`src/rtl/conv_pkg.sv`:
```
// conv_pkg: shared constants and FSM state type for the BCD <-> Excess-3
// sequential converter (conv_bcd_e3_seq) and its single-digit mapper
// (conv_digit).
//   MODE_*      : values of the mode input (direction of conversion)
//   E3_OFFSET   : distance between an 8421 digit and its Excess-3 code
//   BCD_MAX,
//   E3_MIN/MAX  : legal code-point ranges of each representation
//   conv_state_e: converter FSM states
package conv_pkg;

  localparam logic       MODE_8421_TO_E3 = 1'b0;
  localparam logic       MODE_E3_TO_8421 = 1'b1;

  localparam logic [3:0] E3_OFFSET = 4'd3;

  localparam logic [3:0] BCD_MAX = 4'd9;
  localparam logic [3:0] E3_MIN  = 4'd3;
  localparam logic [3:0] E3_MAX  = 4'd12;

  typedef enum logic [1:0] {
    IDLE = 2'd0,
    CONV = 2'd1,
    DONE = 2'd2
  } conv_state_e;

endpackage

```
`src/rtl/conv_digit.sv`:
```
// conv_digit: combinational single-digit mapper between 8421 BCD and
// Excess-3. Illegal code points map to 4'b0000.
// Ports:
//   mode      in  0: 8421 -> Excess-3, 1: Excess-3 -> 8421
//   digit_in  in  source digit
//   digit_out out converted digit
//   illegal   out source digit is not a legal code point for this mode
// Build option: CONV_ERR_FLAG_EN -- when undefined, illegal is tied to 0
// (the 0000 substitution for illegal digits is kept in both builds).
module conv_digit
  import conv_pkg::*;
(
  input  logic       mode,
  input  logic [3:0] digit_in,
  output logic [3:0] digit_out,
  output logic       illegal
);

  logic legal;

  always_comb begin
    legal     = 1'b0;
    digit_out = 4'b0000;
    if (mode == MODE_8421_TO_E3) begin
      legal = (digit_in <= BCD_MAX);
      if (legal) digit_out = digit_in + E3_OFFSET;
    end else begin
      legal = (digit_in >= E3_MIN) && (digit_in <= E3_MAX);
      if (legal) digit_out = digit_in - E3_OFFSET;
    end
  end

`ifdef CONV_ERR_FLAG_EN
  assign illegal = ~legal;
`else
  assign illegal = 1'b0;
`endif

endmodule

```
`src/rtl/conv_bcd_e3_seq.sv`:
```
// conv_bcd_e3_seq: sequential multi-digit 8421 BCD <-> Excess-3 converter.
// One shared conv_digit mapper converts one digit per clock.
// Ports:
//   clk, rst   clock (rising edge), asynchronous active-high reset
//   in_valid   din/mode valid       in_ready  converter can take a word
//   mode       direction, sampled with din
//   din        packed source digits, digit 0 in bits [3:0]
//   out_valid  dout/err valid       out_ready consumer accepts dout
//   dout       packed converted digits
//   err        at least one digit of the word was illegal
//   dbg_state  current FSM state (observation only)
// Handshake: a transfer happens on a rising edge where valid and ready are
// both 1. in_ready/out_valid depend only on the registered state, so there
// is no combinational path from in_valid or out_ready. A producer whose
// word is not taken must hold it stable until it is.
// Build option: CONV_ERR_FLAG_EN enables illegal-digit reporting on err;
// without it err stays 0.
module conv_bcd_e3_seq
  import conv_pkg::*;
#(
  parameter int DIGITS = 4
) (
  input  logic                clk,
  input  logic                rst,
  input  logic                in_valid,
  output logic                in_ready,
  input  logic                mode,
  input  logic [4*DIGITS-1:0] din,
  output logic                out_valid,
  input  logic                out_ready,
  output logic [4*DIGITS-1:0] dout,
  output logic                err,
  output conv_state_e         dbg_state
);

  localparam int W    = 4 * DIGITS;
  localparam int IDXW = (DIGITS > 1) ? $clog2(DIGITS) : 1;

  conv_state_e     state, state_nxt;
  logic [W-1:0]    din_q;
  logic            mode_q;
  logic [IDXW-1:0] idx;
  logic [W-1:0]    result;
  logic [W-1:0]    result_nxt;
  logic            err_acc;
  logic [W-1:0]    dout_q;
  logic            err_q;
  logic [3:0]      cur_digit;
  logic [3:0]      dig_out;
  logic            dig_illegal;
  logic            accept;
  logic            last;

  assign accept = (state == IDLE) && in_valid;
  assign last   = (idx == IDXW'(DIGITS - 1));

  always_ff @(posedge clk or posedge rst) begin
    if (rst) state <= IDLE;
    else     state <= state_nxt;
  end

  always_comb begin
    state_nxt = state;
    in_ready  = 1'b0;
    out_valid = 1'b0;
    case (state)
      IDLE: begin
        in_ready = 1'b1;
        if (in_valid) state_nxt = CONV;
      end
      CONV: begin
        if (last) state_nxt = DONE;
      end
      DONE: begin
        out_valid = 1'b1;
        if (out_ready) state_nxt = IDLE;
      end
      default: state_nxt = IDLE;
    endcase
  end

  // Select digit idx of the latched word for the shared mapper.
  always_comb begin
    cur_digit = 4'b0000;
    for (int i = 0; i < DIGITS; i++) begin
      if (idx == IDXW'(i)) cur_digit = din_q[4*i +: 4];
    end
  end

  conv_digit u_digit (
    .mode      (mode_q),
    .digit_in  (cur_digit),
    .digit_out (dig_out),
    .illegal   (dig_illegal)
  );

  // Working result with the current digit merged in.
  always_comb begin
    result_nxt = result;
    for (int i = 0; i < DIGITS; i++) begin
      if (idx == IDXW'(i)) result_nxt[4*i +: 4] = dig_out;
    end
  end

  // The working register is separate from dout so the previous word stays
  // visible until the new one is complete.
  always_ff @(posedge clk or posedge rst) begin
    if (rst) begin
      din_q   <= '0;
      mode_q  <= MODE_8421_TO_E3;
      idx     <= '0;
      result  <= '0;
      err_acc <= 1'b0;
      dout_q  <= '0;
      err_q   <= 1'b0;
    end else if (accept) begin
      din_q   <= din;
      mode_q  <= mode;
      idx     <= '0;
      result  <= '0;
      err_acc <= 1'b0;
    end else if (state == CONV) begin
      result  <= result_nxt;
      err_acc <= err_acc | dig_illegal;
      idx     <= last ? '0 : idx + IDXW'(1);
      if (last) begin
        dout_q <= result_nxt;
        err_q  <= err_acc | dig_illegal;
      end
    end
  end

  assign dout      = dout_q;
  assign err       = err_q;
  assign dbg_state = state;

endmodule

```
`config.mk`:
```
export PLATFORM = sky130hd
export DESIGN_NAME = conv_bcd_e3_seq
export DESIGN_NICKNAME = d
export VERILOG_FILES = /design/src/rtl/conv_pkg.sv /design/src/rtl/conv_digit.sv /design/src/rtl/conv_bcd_e3_seq.sv
export SDC_FILE = /design/constraint.sdc
export NUM_CORES = 1
export LEC_CHECK = 0
export CORE_MARGIN = 5
export CORE_UTILIZATION = 55
export CTS_BUF_LIST = sky130_fd_sc_hd__clkbuf_2
export CTS_CLUSTER_DIAMETER = 40
export DETAILED_ROUTE_END_ITERATION = 8
export PLACE_DENSITY_LB_ADDON = 0.25
export SLEW_MARGIN = 20
export SYNTH_ARGS = -nofsm -noshare
export SYNTH_HDL_FRONTEND = slang
export SYNTH_SLANG_ARGS = --single-unit
```
`constraint.sdc`:
```
create_clock -name clk -period 3.5 [get_ports clk]
set_input_delay 0.525 -clock clk [delete_from_list [all_inputs] [get_ports clk]]
set_output_delay 0.525 -clock clk [all_outputs]
set_load 0.1 [all_outputs]
```
---- Yosys cells after proc, flatten, opt, wreduce, memory -nomap -nowiden ----
Cells that the tools add are included.
cells by class
  add/sub/neg operators ................... 3
  magnitude comparators ................... 3
  equal/unequal tests ..................... 8
  multiplexer cells ....................... 22
  bitwise logic cells ..................... 1
  reductions and logical operators ........ 7
operators with widths
  operator             number
  $mux 4               11
  $mux 16              2
  $mux 2               6
  $le 4x4->1 const B   2
  $eq 2x2->1 const B   3
  $ne 2x2->1 const B   3
  $pmux 2 s3           1
  $reduce_and 3->1     2
  $add 4x2->4 const B  1
  $eq 2x1->1 const B   2
  $ge 4x2->1 const B   1
  $logic_not 2->1      2
  $sub 4x2->4 const B  1
  $add 2x1->2 const B  1
  $logic_and 1x1->1    2
  $mux 1               2
  $reduce_bool 2->1    1
  $not 1->1            1
word-level totals
  flip-flop bits (word level) ............. 53
  bits of input ports ..................... 21
  output and inout port bits .............. 21
  logic and storage cells ................. 50

---- Depth between registers and ports, before layout ----
  word-level depth ........................ 12
  depth in mapped cells ................... 12
  gate-level depth less buffers ........... 11

---- Cells and area by module ----
Synthesis repeated with hierarchy kept, for this count alone.
unflattened totals
  cell total of the unflattened synthesis .. 252
  area, all modules ....................... 2615.0 sq um
by module, submodules not included
  module           times used  cells an instance  area each (sq um)  seq. area each (sq um)
  conv_bcd_e3_seq  1           221                2381.0             1276.2
  conv_digit       1           31                 234.0              0.0

---- Least setup slack after synthesis ----
No wires, ideal clock.
  kind .................................... register to register
  start ................................... register state[1] (netlist: dbg_state[1])
  end ..................................... register result[0]
  library setup time ...................... 129 ps
  arrival ................................. 3036 ps
  required time ........................... 3371 ps
  path slack .............................. 335 ps
  cell stages (with the launch flop) ...... 7
  path buffers ............................ 0
  period minus slack after synthesis ...... 3165 ps
  cells stage by stage .................... dfrtp_1 > nor2_1 > nand2_1 > nand2_1 > o21ai_0 > nand2_1 > o31ai_2
on the way
  longest elaborated chain between the ends .. 3
  elaborated cells between the ends (all ways) .. 5
  those cells by class .................... eq/ne (1); mux (1); reduce/logical (3)
ends and longest elaborated chain
  element                                              RTL line                source
  start, declared                                      conv_bcd_e3_seq.sv:39   conv_state_e state, state_nxt;
  start signal, assigned                               conv_bcd_e3_seq.sv:59   else state <= state_nxt;
  $logic_not 2->1                                      conv_bcd_e3_seq.sv:54   assign accept = (state == IDLE) && in_valid;
  $logic_and 1x1->1                                    conv_bcd_e3_seq.sv:54
  $mux 16 / $reduce_bool 2->1 (equally long branches)  n/a
  end signal, assigned                                 conv_bcd_e3_seq.sv:123  result <= result_nxt;
  end, declared                                        conv_bcd_e3_seq.sv:43   logic [W-1:0] result;
Several ways; a longest one is shown, not always the timed one.
A chain may end at the register's enable or synchronous reset.

---- Worst setup path after layout ----
  start ................................... register idx[0]
  end ..................................... register dout_q[7] (netlist: dout[7])
on the way
  longest elaborated chain between the ends .. 10
  elaborated cells between the ends (all ways) .. 19
  those cells by class .................... add/sub (2); order compare (3); eq/ne (3); mux (8); reduce/logical (3)
ends and longest elaborated chain
  element                                          RTL line                source
  start, declared                                  conv_bcd_e3_seq.sv:42   logic [IDXW-1:0] idx;
  start signal, assigned                           conv_bcd_e3_seq.sv:125  idx <= last ? '0 : idx + IDXW'(1);
  $logic_not 2->1                                  conv_bcd_e3_seq.sv:86   if (idx == IDXW'(i)) cur_digit = din_q[4*i +: 4];
  $mux 4 (4 in a row)                              conv_bcd_e3_seq.sv:86
  $ge 4x2->1 / $le 4x4->1 (equally long branches)  conv_digit.sv:28        legal = (digit_in >= E3_MIN) && (digit_in <= E3_MAX);
  $logic_and 1x1->1                                conv_digit.sv:28
  $mux 4                                           conv_digit.sv:29        if (legal) digit_out = digit_in - E3_OFFSET;
  $mux 4                                           conv_digit.sv:24        if (mode == MODE_8421_TO_E3) begin
  $mux 4                                           conv_bcd_e3_seq.sv:101  if (idx == IDXW'(i)) result_nxt[4*i +: 4] = dig_out;
  end signal, assigned                             conv_bcd_e3_seq.sv:127  dout_q <= result_nxt;
  end, declared                                    conv_bcd_e3_seq.sv:46   logic [W-1:0] dout_q;
Several ways; a longest one is shown, not always the timed one.

==> impl_metrics.yaml <==
outcome:
  status: "finished clean"
clocking:
  cts_tree: "done"
  cts_hold_buf: 0
  clkTransAtPathRegs_ns: 0.28
  cts_max_level: 2
  cts.sinks: 49
  clk_path_buf_depth: 2
  cts_root_buf: "clkbuf_2"
  postCtsResizedCells: 0
  clock_latency_ns: 0.45
  numCtsBuffers: 5
  postCtsSetupRepairBufs: 0
synth:
  ys_warn_count: 0
  synth_top_flop_cell: "dfrtp_1"
  yosys.area_share.simple: 0.202
  ys_types: 45
  ys_ff_latch: 49
  synth_xor_area_frac: 0
  synth_top_family_by_area: "compound AO/OA/AOI/OAI gates"
  syn_avg_cell_area_sq_um: 9.69
  synth_compound_area_frac: 0.241
  synth-async-reset-ratio: 1.00
  synth_edf_count: 0
  netlist_instances: 267
  synth_mux_area_frac: 0
  synth_fa_ha_area_frac: 0.0290
  syn_nets: 294
  synth-seq-area-share: 0.474
  synthesis.area_sq_um: 2590
drt:
  met2_length_mm: 2.66
  wl_met3_um: 217
  drc_errors: 0
  vias_per_cell: 5.61
  wl_mm: 5.34
  num_vias: 1991
  first_pass_iters: 4
  top_layer: "met4"
  antenna_left: 0
  drtIter0Drc: 117
  post_drt_wl_per_cell_um: 15.0
  route.layer.met1.wl_mm: 2.34
timing:
  rsz0062_at_grt: "no"
  period_needed_ns: 3.19
  slew_violations: 0
  finalClockSkew_ns: 0.0483
  max_freq_mhz: 314
  fin_tns_setup_ns: 0
  relSlewSlack: 0.351
  tightestPinTransition_ns: 0.970
  finalSetupViolCount: 0
  post-route-period-util: 0.911
  hold_viol_final: 0
grt:
  grt_pass1_vias: 1999
  antenna_found_initial: 0
  grt_usage: 0.188
  grt_first_pass_wirelength_mm: 9.25
  grt_start_max_net_pins: 50
  grt_overflow: 0
die:
  coreArea_sq_um: 4630
  dieArea_sq_um: 6180
  rows: 25
  fp.dieW_um: 78.6
  io_pins: 42
  die_h_um: 78.6
  initial_core_util: 0.559
finish:
  drive_gt1_frac: 0.126
  final_common_cell: "nand2_1"
  n_antenna_cell: 0
  fill_cells: 398
  syn2layout_area_growth_pct: 18.6
  layout_common_cells: "70 x nand2_1, 49 x dfrtp_1, 40 x clkdlybuf4s50_1"
  fin_nets: 327
worst_setup_path:
  required_ns: 3.88
  r2r_slack_ns: 0.31
  cp-start-kind: "flip-flop"
  worstSetupPathType: "reg -> reg"
  crit_path_end: "dout[7]"
  worstPathArrival_ns: 3.57
  startpoint: "idx[0]"
  reg2reg_depth: 9
  critPathMaxFanout: 17
  end_kind: "flip-flop"
  r2r-end: "dout[7]"
  r2r_start: "idx[0]"
place:
  portBuffers: 40
  place_congestion: 0.780
  hpwl_mm: 3.87
hold_path:
  hp-start: "din_q[12]"
  hp-class: "reg -> reg"
run:
  drv_cap: 0
-- area by class of cell --
cell class              instances  area (sq um)  share of cell area
clock buffers                   5          25.0             0.00815
inverters                      11          42.5              0.0139
multi-input cells             191          1220               0.399
well taps                      54          67.6              0.0220
clock inverters                 3          68.8              0.0224
flip-flops and latches         49          1230               0.400
repair buffers                 42           415               0.135
-- cells in the mapped netlist, types with 3 or more instances --
master / number / area, sq um
a21oi_1: 13 / 65.1
a31oi_1: 3 / 18.8
buf_4: 3 / 22.5
buf_6: 3 / 33.8
clkbuf_1: 8 / 30.0
dfrtp_1: 49 / 1230
ha_1: 6 / 75.1
inv_1: 10 / 37.5
nand2_1: 70 / 263
nand2b_1: 4 / 25.0
nand3b_1: 4 / 30.0
nor2_1: 5 / 18.8
nor2b_1: 4 / 25.0
nor3b_1: 11 / 82.6
o21ai_0: 10 / 50.1
o21ai_1: 19 / 95.1
o31ai_1: 3 / 22.5
o31ai_2: 6 / 75.1
-- through the flow --
stage | setup WS [ns] | hold WS, ns | utilization | cell area, sq um | cells
finish | 0.311 | 0.411 | 0.663 | 3070 | 355
global route | 0.0800 | 0.441 | 0.663 | 3070 | 355
CTS | 0.316 | 0.445 | 0.663 | 3070 | 355
detailed placement | 0.413 | 0.451 | 0.642 | 2970 | 347
global placement | 0.535 | 0.445 | 0.642 | 2970 | 347
floorplan | 0.335 | 0.434 | - | 2590 | 267
-- registers in the layout (all words and copies together), names as in the netlist --
register,count
idx,2
din_q,16
dout,16
dbg_state,2
result,12
mode_q,1
-- cells by family after synthesis --
family	after synthesis
flops	49
compound gates	76
simple gates	108
buf+inv	27
fa+ha+maj	6
other cells	1
-- worst min path at each step --
stage	cells past startpoint	slack, ns	to
2_1_floorplan	1	0.43	dout[12]
3_5_place_dp	1	0.45	dout[12]
5_1_grt	1	0.44	dout[12]
3_3_place_gp	1	0.45	dout[12]
4_1_cts	1	0.45	dout[12]
6_report	1	0.41	dout[12]
-- critical path, stage by stage, from the launching register on --
cell and delay [ns]:
dfrtp_1 0.48, ha_1 0.71, a211oi_2 0.10, a221oi_4 0.51, ha_1 0.38, inv_1 0.07, a2111o_1 0.40, o2111ai_2 0.14
a31oi_1 0.14, a21oi_1 0.19
-- routing by layer --
layer,GRT usage,vias to the layer above
li1,-,991
met1,0.228,952
met2,0.330,37
met3,0.0413,11
met4,0.0647,0
met5,0,-
Power is left out: the tool's default activity adds up to more than one toggle a clock period on the data nets, which glitch-free logic cannot reach.
